`src/rtl/exe_feed_reg_pkg.sv`:
```
// ============================================================================
// Module  : exe_feed_reg_pkg
// Brief   : Shared ALU command codes, status bit indices and EXE control type.
// Revision: 1.0 - initial release
// ============================================================================
`default_nettype none

package exe_feed_reg_pkg;

    localparam logic [3:0] CMD_NOP = 4'b0000;
    localparam logic [3:0] CMD_MOV = 4'b0001;
    localparam logic [3:0] CMD_ADD = 4'b0010;
    localparam logic [3:0] CMD_ADC = 4'b0011;
    localparam logic [3:0] CMD_SUB = 4'b0100;
    localparam logic [3:0] CMD_SBC = 4'b0101;
    localparam logic [3:0] CMD_AND = 4'b0110;
    localparam logic [3:0] CMD_ORR = 4'b0111;
    localparam logic [3:0] CMD_EOR = 4'b1000;
    localparam logic [3:0] CMD_MVN = 4'b1001;

    // Status register layout {Z,C,N,V}
    localparam int SR_Z = 3;
    localparam int SR_C = 2;
    localparam int SR_N = 1;
    localparam int SR_V = 0;

    typedef struct packed {
        logic wb_en;
        logic mem_r;
        logic mem_w;
        logic s;
    } exe_ctrl_t;

endpackage

`default_nettype wire

```
`src/rtl/fwd_mux.sv`:
```
// ============================================================================
// Module  : fwd_mux
// Brief   : Operand forwarding select, MEM producer over WB over register copy.
// Revision: 1.0 - initial release
// ============================================================================
`default_nettype none

module fwd_mux
    import exe_feed_reg_pkg::*;
(
    input  logic        fwd_en,
    input  logic [3:0]  src,
    input  logic [31:0] reg_val,
    input  logic        mem_wb_en,
    input  logic [3:0]  mem_dest,
    input  logic [31:0] mem_result,
    input  logic        wb_wb_en,
    input  logic [3:0]  wb_dest,
    input  logic [31:0] wb_value,
    output logic [31:0] val
);

    always_comb begin
        val = reg_val;
        if (fwd_en) begin
            // MEM holds the younger result, so it beats WB on a double match
            if (mem_wb_en && (mem_dest == src)) begin
                val = mem_result;
            end else if (wb_wb_en && (wb_dest == src)) begin
                val = wb_value;
            end
        end
    end

endmodule

`default_nettype wire

```
`src/rtl/exe_feed_reg.sv`:
```
// ============================================================================
// Module  : exe_feed_reg
// Brief   : ID/EXE pipeline register with operand forwarding and status flags.
// Revision: 1.0 - initial release
// ============================================================================
`default_nettype none

module exe_feed_reg
    import exe_feed_reg_pkg::*;
(
    input  logic        clk,
    input  logic        rst_n,
    input  logic        freeze,
    input  logic        flush,
    input  logic        id_valid,
    input  logic [3:0]  id_exe_cmd,
    input  logic        id_s,
    input  logic        id_imm,
    input  logic [31:0] id_val1,
    input  logic [31:0] id_val2,
    input  logic [3:0]  id_src1,
    input  logic [3:0]  id_src2,
    input  logic [3:0]  id_dest,
    input  logic        id_wb_en,
    input  logic        id_mem_r,
    input  logic        id_mem_w,
    input  logic        mem_wb_en,
    input  logic [3:0]  mem_dest,
    input  logic [31:0] mem_result,
    input  logic        wb_wb_en,
    input  logic [3:0]  wb_dest,
    input  logic [31:0] wb_value,
    input  logic [3:0]  alu_sr,
    output logic        exe_valid,
    output logic [3:0]  exe_cmd,
    output logic [31:0] val1,
    output logic [31:0] val2,
    output logic        cin,
    output logic [3:0]  exe_dest,
    output logic        exe_wb_en,
    output logic        exe_mem_r,
    output logic        exe_mem_w,
    output logic [3:0]  status
);

    logic        r_valid;
    logic [3:0]  r_cmd;
    exe_ctrl_t   r_ctrl;
    logic        r_imm;
    logic [31:0] r_val1;
    logic [31:0] r_val2;
    logic [3:0]  r_src1;
    logic [3:0]  r_src2;
    logic [3:0]  r_dest;
    logic [3:0]  r_status;
    logic        w_status_load;

    // A squash or stall in this cycle must not let the EXE instruction commit flags
    assign w_status_load = r_valid & r_ctrl.s & ~freeze & ~flush;

    always_ff @(posedge clk or negedge rst_n) begin
        if (!rst_n) begin
            r_valid  <= 1'b0;
            r_cmd    <= 4'd0;
            r_ctrl   <= '0;
            r_imm    <= 1'b0;
            r_val1   <= 32'd0;
            r_val2   <= 32'd0;
            r_src1   <= 4'd0;
            r_src2   <= 4'd0;
            r_dest   <= 4'd0;
            r_status <= 4'd0;
        end else begin
            if (flush) begin
                r_valid <= 1'b0;
                r_ctrl  <= '0;
            end else if (!freeze) begin
                r_valid <= id_valid;
                r_cmd   <= id_exe_cmd;
                r_imm   <= id_imm;
                r_val1  <= id_val1;
                r_val2  <= id_val2;
                r_src1  <= id_src1;
                r_src2  <= id_src2;
                r_dest  <= id_dest;
                r_ctrl  <= id_valid ? '{wb_en: id_wb_en, mem_r: id_mem_r,
                                        mem_w: id_mem_w, s: id_s} : '0;
            end
            if (w_status_load) begin
                r_status <= alu_sr;
            end
        end
    end

    fwd_mux u_fwd_val1 (
        .fwd_en     (1'b1),
        .src        (r_src1),
        .reg_val    (r_val1),
        .mem_wb_en  (mem_wb_en),
        .mem_dest   (mem_dest),
        .mem_result (mem_result),
        .wb_wb_en   (wb_wb_en),
        .wb_dest    (wb_dest),
        .wb_value   (wb_value),
        .val        (val1)
    );

    // Immediates never come from the register file, so they are never forwarded
    fwd_mux u_fwd_val2 (
        .fwd_en     (~r_imm),
        .src        (r_src2),
        .reg_val    (r_val2),
        .mem_wb_en  (mem_wb_en),
        .mem_dest   (mem_dest),
        .mem_result (mem_result),
        .wb_wb_en   (wb_wb_en),
        .wb_dest    (wb_dest),
        .wb_value   (wb_value),
        .val        (val2)
    );

    assign exe_valid = r_valid;
    assign exe_cmd   = r_cmd;
    assign exe_dest  = r_dest;
    assign exe_wb_en = r_ctrl.wb_en;
    assign exe_mem_r = r_ctrl.mem_r;
    assign exe_mem_w = r_ctrl.mem_w;
    assign status    = r_status;
    assign cin       = r_status[SR_C];

endmodule

`default_nettype wire

```
`config.mk`:
```
export PLATFORM = sky130hd
export DESIGN_NAME = exe_feed_reg
export DESIGN_NICKNAME = d
export VERILOG_FILES = /design/src/rtl/exe_feed_reg_pkg.sv /design/src/rtl/fwd_mux.sv /design/src/rtl/exe_feed_reg.sv
export SDC_FILE = /design/constraint.sdc
export NUM_CORES = 1
export LEC_CHECK = 0
export ABC_AREA = 1
export BUFFER_PORTS_ARGS = -buffer_cell sky130_fd_sc_hd__buf_2
export CAP_MARGIN = 5
export CORE_MARGIN = 1.5
export CORE_UTILIZATION = 50
export CTS_BUF_LIST = sky130_fd_sc_hd__clkbuf_2 sky130_fd_sc_hd__clkbuf_4 sky130_fd_sc_hd__clkbuf_8
export CTS_CLUSTER_DIAMETER = 120
export DETAILED_ROUTE_END_ITERATION = 7
export PLACE_DENSITY = 0.83
export SLEW_MARGIN = 20
export SYNTH_ARGS = -nofsm -noshare
export SYNTH_HDL_FRONTEND = slang
export SYNTH_SLANG_ARGS = --single-unit
```
`constraint.sdc`:
```
create_clock -name clk -period 2 [get_ports clk]
set_input_delay 0.3 -clock clk [delete_from_list [all_inputs] [get_ports clk]]
set_output_delay 0.3 -clock clk [all_outputs]
set_load 0.01 [all_outputs]
```
Word level (Yosys, flattened, before mapping)
Index checks and enable logic that the tools add are counted.
- equal/unequal tests: 5
- multiplexer cells: 10
- bitwise gates (word level): 5
- reductions and logical operators: 5
- operators by type and width (operator ; count):
    $mux 32 ; 5
    $eq 4x4->1 ; 4
    $mux 4 ; 3
    $logic_and 1x1->1 ; 4
    $and 1x1->1 ; 3
    $mux 1 ; 2
    $ne 2x1->1 const B ; 1
    $not 1->1 ; 2
    $reduce_and 2->1 ; 1
- bits in registers: 90
- input port bits: 168
- logic and storage cells: 38

Longest topological paths before layout
- depth after elaboration: 5
- gate-level depth with buffers: 10
- gate-level depth less buffers: 9

Modules after synthesis
A second synthesis with hierarchy kept.
- cells, all modules: 980
- area, all modules: 6812.8 um^2
- modules (own cells, without submodules) (module ; times used ; cells each ; area each (um^2) ; seq. area each (um^2)):
    exe_feed_reg ; 1 ; 396 ; 3629.7 ; 2252.2
    fwd_mux ; 2 ; 292 ; 1591.5 ; 0.0

Worst setup path before layout
No wires, ideal clock.
- path kind: register to output
- start: register r_src1[2]
- end: output val1[10]
- arrival time: 1.359 ns
- data required time: 1.700 ns
- setup slack: 0.341 ns
- stages on the path, launching flop included: 8
- path buffers: 1
- cell sequence: dfrtp_1 or2_4 a21oi_4 nand3_4 buf_6 nand2_1 nand3_1 nand2_1
- longest elaborated chain between the ends: 4
- elaborated cells on any way between the ends: 6
- classes of those cells: eq/ne: 2; mux: 2; reduce/logical: 2
- RTL lines (element ; RTL line ; text):
    from (decl) ; exe_feed_reg.sv:52 ; logic [3:0] r_src1;
    from (signal assigned) ; exe_feed_reg.sv:83 ; r_src1 <= id_src1;
    $eq 4x4->1 ; fwd_mux.sv:29 ; end else if (wb_wb_en && (wb_dest == src)) begin
    $logic_and 1x1->1 ; fwd_mux.sv:29 ;
    $mux 32 ; fwd_mux.sv:29 ;
    $mux 32 * ; fwd_mux.sv:27 ; if (mem_wb_en && (mem_dest == src)) begin
    to (decl) ; exe_feed_reg.sv:36 ; output logic [31:0] val1,
Every way passes the cells marked *; elsewhere a longest branch is shown, timed or not.

Worst setup path in the final report
- start: register r_src2[1]
- end: output val2[7]
- longest elaborated chain between the ends: 5
- elaborated cells on any way between the ends: 7
- classes of those cells: eq/ne: 2; mux: 3; reduce/logical: 2
- RTL lines (element ; RTL line ; text):
    from (decl) ; exe_feed_reg.sv:53 ; logic [3:0] r_src2;
    from (signal assigned) ; exe_feed_reg.sv:84 ; r_src2 <= id_src2;
    $eq 4x4->1 ; fwd_mux.sv:29 ;
    $logic_and 1x1->1 ; fwd_mux.sv:29 ;
    $mux 32 ; fwd_mux.sv:29 ;
    $mux 32 * ; fwd_mux.sv:27 ;
    $mux 32 * ; fwd_mux.sv:25 ; if (fwd_en) begin
    to (decl) ; exe_feed_reg.sv:37 ; output logic [31:0] val2,
Marked as above.

==> key figures <==
Run status
  • Status: finished, violations left
  • Failing checks: setup timing

STA
  • Final setup fails: 64
  • Tcrit/Tclk final: 119%
  • Final Hold Fails: 0
  • Unrepaired setup endpoints after global routing: yes
  • Worst hold slack: 96.6 ps
  • Fmax: 420 MHz
  • Slew Viols, Final: 0
  • Tmin final: approximately 2400 ps
  • Pin slew with the least headroom to its limit: 482 ps
  • Rel. slew slack: 67.9%
  • Final worst slack: -381 ps
  • Final Skew: ~0.82 ps

Clocking
  • Clk sinks: 90
  • CTS tree: yes
  • Worst-path clk slew: roughly 100 ps
  • Clk_lat worst skew: ~400 ps
  • Root Buffer: clkbuf_8
  • CTS Buf Count: 9
  • H-Tree Depth: 3
  • Clock Path Buffers: 2

Worst setup path
  • CP most frequent cell: nor2_1
  • Reg2Reg Depth: 2
  • Worst Path Required: between 1500 and 2000 ps
  • Critical Path Slowest Stage Cell: dfrtp_1
  • Arr. time, crit path: between 2000 and 2500 ps
  • Critical path startpoint: r_src2[1]$_DFFE_PN0P_
  • Endpoint type of the worst setup path: output port
  • Buf+Inv Stages, Crit Path: 4
  • R2r endpoint: status[0]$_DFFE_PN0P_
  • CP Max Fanout: 8
  • Longest individual stage delay on the worst path: between 400 and 500 ps
  • Crit path to: val2[7]
  • Worst setup path category: flip-flop to output port
  • WP depth: 12
  • Worst r2r src: exe_valid$_DFFE_PN0P_
  • Family with the most delay on the worst path: simple AND/OR/NAND/NOR gates
  • Crit start category: flip-flop
  • Cell Chain, Critical Path: inv_2, nand2_1, nand2_1, nor2_2, nand3_4, buf_12, buf_8, nor2_1, nor2_1, nor2_1, nor2_1, buf_2
  • R2R setup slack: ~910 ps

Floorplanning
  • Die height: between 100 and 150 um
  • Std cell rows: 39
  • Core area: between 10000 and 15000 sq um
  • Ports: about 250
  • Starting density of the core: 52.1%
  • Die W: ~110 um
  • DIE AREA: approximately 13000 sq um

Power
  • Switch Pwr: between 2 and 2.5 mW
  • Register share of total power: between 30% and 40%
  • Leak: around 4.5 nW
  • Clk network pwr share: between 20% and 30%
  • Combinational power share: between 40% and 50%
  • Tot Pwr: 6.19 mW
  • Switching Share: between 30 and 40%
  • PwrDens: just over 700 nW/um^2
  • Internal: slightly below 4 mW
  • Max rail drop VDD: roughly 0.65 mV

Routing
  • Via count: about 7100
  • Wirelength per Cell: roughly 19 um
  • Via density: 5.78
  • Drt first-iter violations: just under 800
  • Routed Antenna Nets: 0
  • Final wirelength: between 20000 and 25000 um
  • DRC: 0
  • 1st-pass router iterations: 5

Synth
  • Post-synthesis cell area: about 6000 sq um
  • Syn Inst Count: just over 800
  • Synth Warn #: 0
  • Yosys top cell area share: a little under two fifths
  • Leading area contributor after synthesis: dfrtp_1
  • Post-synthesis sequential area ratio: a little under two fifths
  • Syn Nets: between 900 and 1000
  • Top cells by area, synth: dfrtp_1, nand2_1, nand4_1, nor2_1, mux2_2
  • Avg Cell Area, Syn: 7.41 sq um
  • Unique masters post-synth: 27
  • Synth Register Bits: 90

Place
  • RD Place Congestion: a little over 0.9
  • Cell Area, Placed: ~7400 sq um
  • Placed cells: ~1200
  • Port bufs: 248
  • Dpl hpwl: 14900 um

Hold path
  • HP Class: input pin to flip-flop
  • Hold-critical path depth: 3

Layout
  • Area Growth Syn to Fin: 42.0%
  • Total Nets Final: approximately 1200
  • Layout cells sized above 1: ~43%
  • Fin util: roughly three quarters
  • Post-route insts no fill: around 1200
  • Final instance area: roughly 8500 sq um

Run
  • Maxcap violations: 0

Global route
  • Largest net degree at the start of global routing: between 60 and 70
  • All-layer global routing usage: between 30% and 40%
  • Vias in the first global route: 6663
  • Initial antenna violation count: 2
  • First-pass GRT wire length: 33900 um
  • Global route overflow: 0
cell usage after synthesis (all sizes together):
library cell / n
a21oi: 35
buf: 30
clkbuf: 34
dfrtp: 90
inv: 85
mux2: 44
nand2: 166
nand3: 46
nand4: 96
nor2: 138
nor3: 1
o21ai: 43
o22ai: 3
or2: 1
xnor2: 1
how the worst min path moves through the flow:
stage,from,to,slack (ps)
4_1_cts,id_val1[16],r_val1[16]$_DFFE_PN0P_,90
3_5_place_dp,rst_n,r_src1[1]$_DFFE_PN0P_,290
2_1_floorplan,rst_n,exe_cmd[0]$_DFFE_PN0P_,4
3_3_place_gp,rst_n,r_src1[1]$_DFFE_PN0P_,290
6_report,id_val1[16],r_val1[16]$_DFFE_PN0P_,100
5_1_grt,id_val1[16],r_val1[16]$_DFFE_PN0P_,90
worst register-to-register path, delay by kind of cell (launching register included):
family | cells | cell delay, ps
and+or+nand+nor | 1 | 190
DFF | 1 | 410
muxes | 1 | 380
cell usage in the layout, fill, tap and decap left out, drive strengths merged:
master and instances:
a21oi 35, inv 88, buf 302, nor3 1
bufinv 2, nor2 138, nand4 96, clkbuf 17
o21ai 43, o22ai 3, dlygate4sd3 1, mux2 44
diode 2, nand3 46, dfrtp 90, clkinv 1
nand2 167, xnor2 1, or2 1
repair_timing:
action,CTS,global route
hold buffers,1,0
endpoints found under the hold margin,31,0
pin swaps,4,45
buffers inserted,7,6
cloned,6,8
setup endpoints to repair,64,64
gates resized for setup,35,91
layer usage:
| layer | share of wire (%) | global-route usage, % | vias to the layer above |
|---|---|---|---|
| met4 | 4.1 | 16.5 | 2 |
| met2 | 48 | 57.0 | 524 |
| met1 | 37 | 41.5 | 3234 |
| met5 | 0.074 | 0 | - |
| met3 | 11 | 10.0 | 83 |
| li1 | - | - | 3212 |
through the flow:
| stage | TNS [ps] | worst slack [ps] |
|---|---|---|
| 3_3_place_gp | 0 | 90.5 |
| 5_1_grt | -26060 | -495 |
| 4_1_cts | -14650 | -283 |
| 2_1_floorplan | 0 | 341 |
| 3_5_place_dp | 0 | 85.2 |
| 6_report | -20160 | -381 |
logic make-up (layout without fill, tap and decap cells):
kind of cell	count (synthesis)	after routing	share of synthesized area, %
other cells	0	2	0
simple gates	448	449	33.7
mux	44	44	8.23
xor+xnor	1	1	0.145
compound gates	81	81	7.11
buf+inv	149	411	13.4
flops	90	90	37.4
flip-flops by register name, indices dropped and copies added, names as in the netlist, 4 cells and up:
register  flops
exe_dest      4
status        4
r_val1       32
r_src2        4
r_src1        4
exe_cmd       4
r_val2       32
area by class of cell:
type / instances / area [sq um]
Tap cell: 143 / 179
Multi-Input combinational cell: 575 / 3360
Antenna cell: 2 / 5.00
Sequential cell: 90 / 2250
Fill cell: 899 / 3020
Clock inverter: 6 / 95.1
Inverter: 85 / 322
Clock buffer: 10 / 138
Timing Repair Buffer: 310 / 2200
power by group through the flow:
| stage | registers (mW) | logic [mW] | clock network [mW] |
|---|---|---|---|
| after CTS | 2.16 | 2.24 | 1.51 |
| after floorplan | 2.19 | 1.22 | 0 |
| final | 2.17 | 2.51 | 1.51 |
| after global routing | 2.19 | 2.69 | 1.59 |
| after global placement | 2.19 | 2.01 | 0 |
| after detailed placement | 2.20 | 2.04 | 0 |
Power figures use the tool's default switching activity.
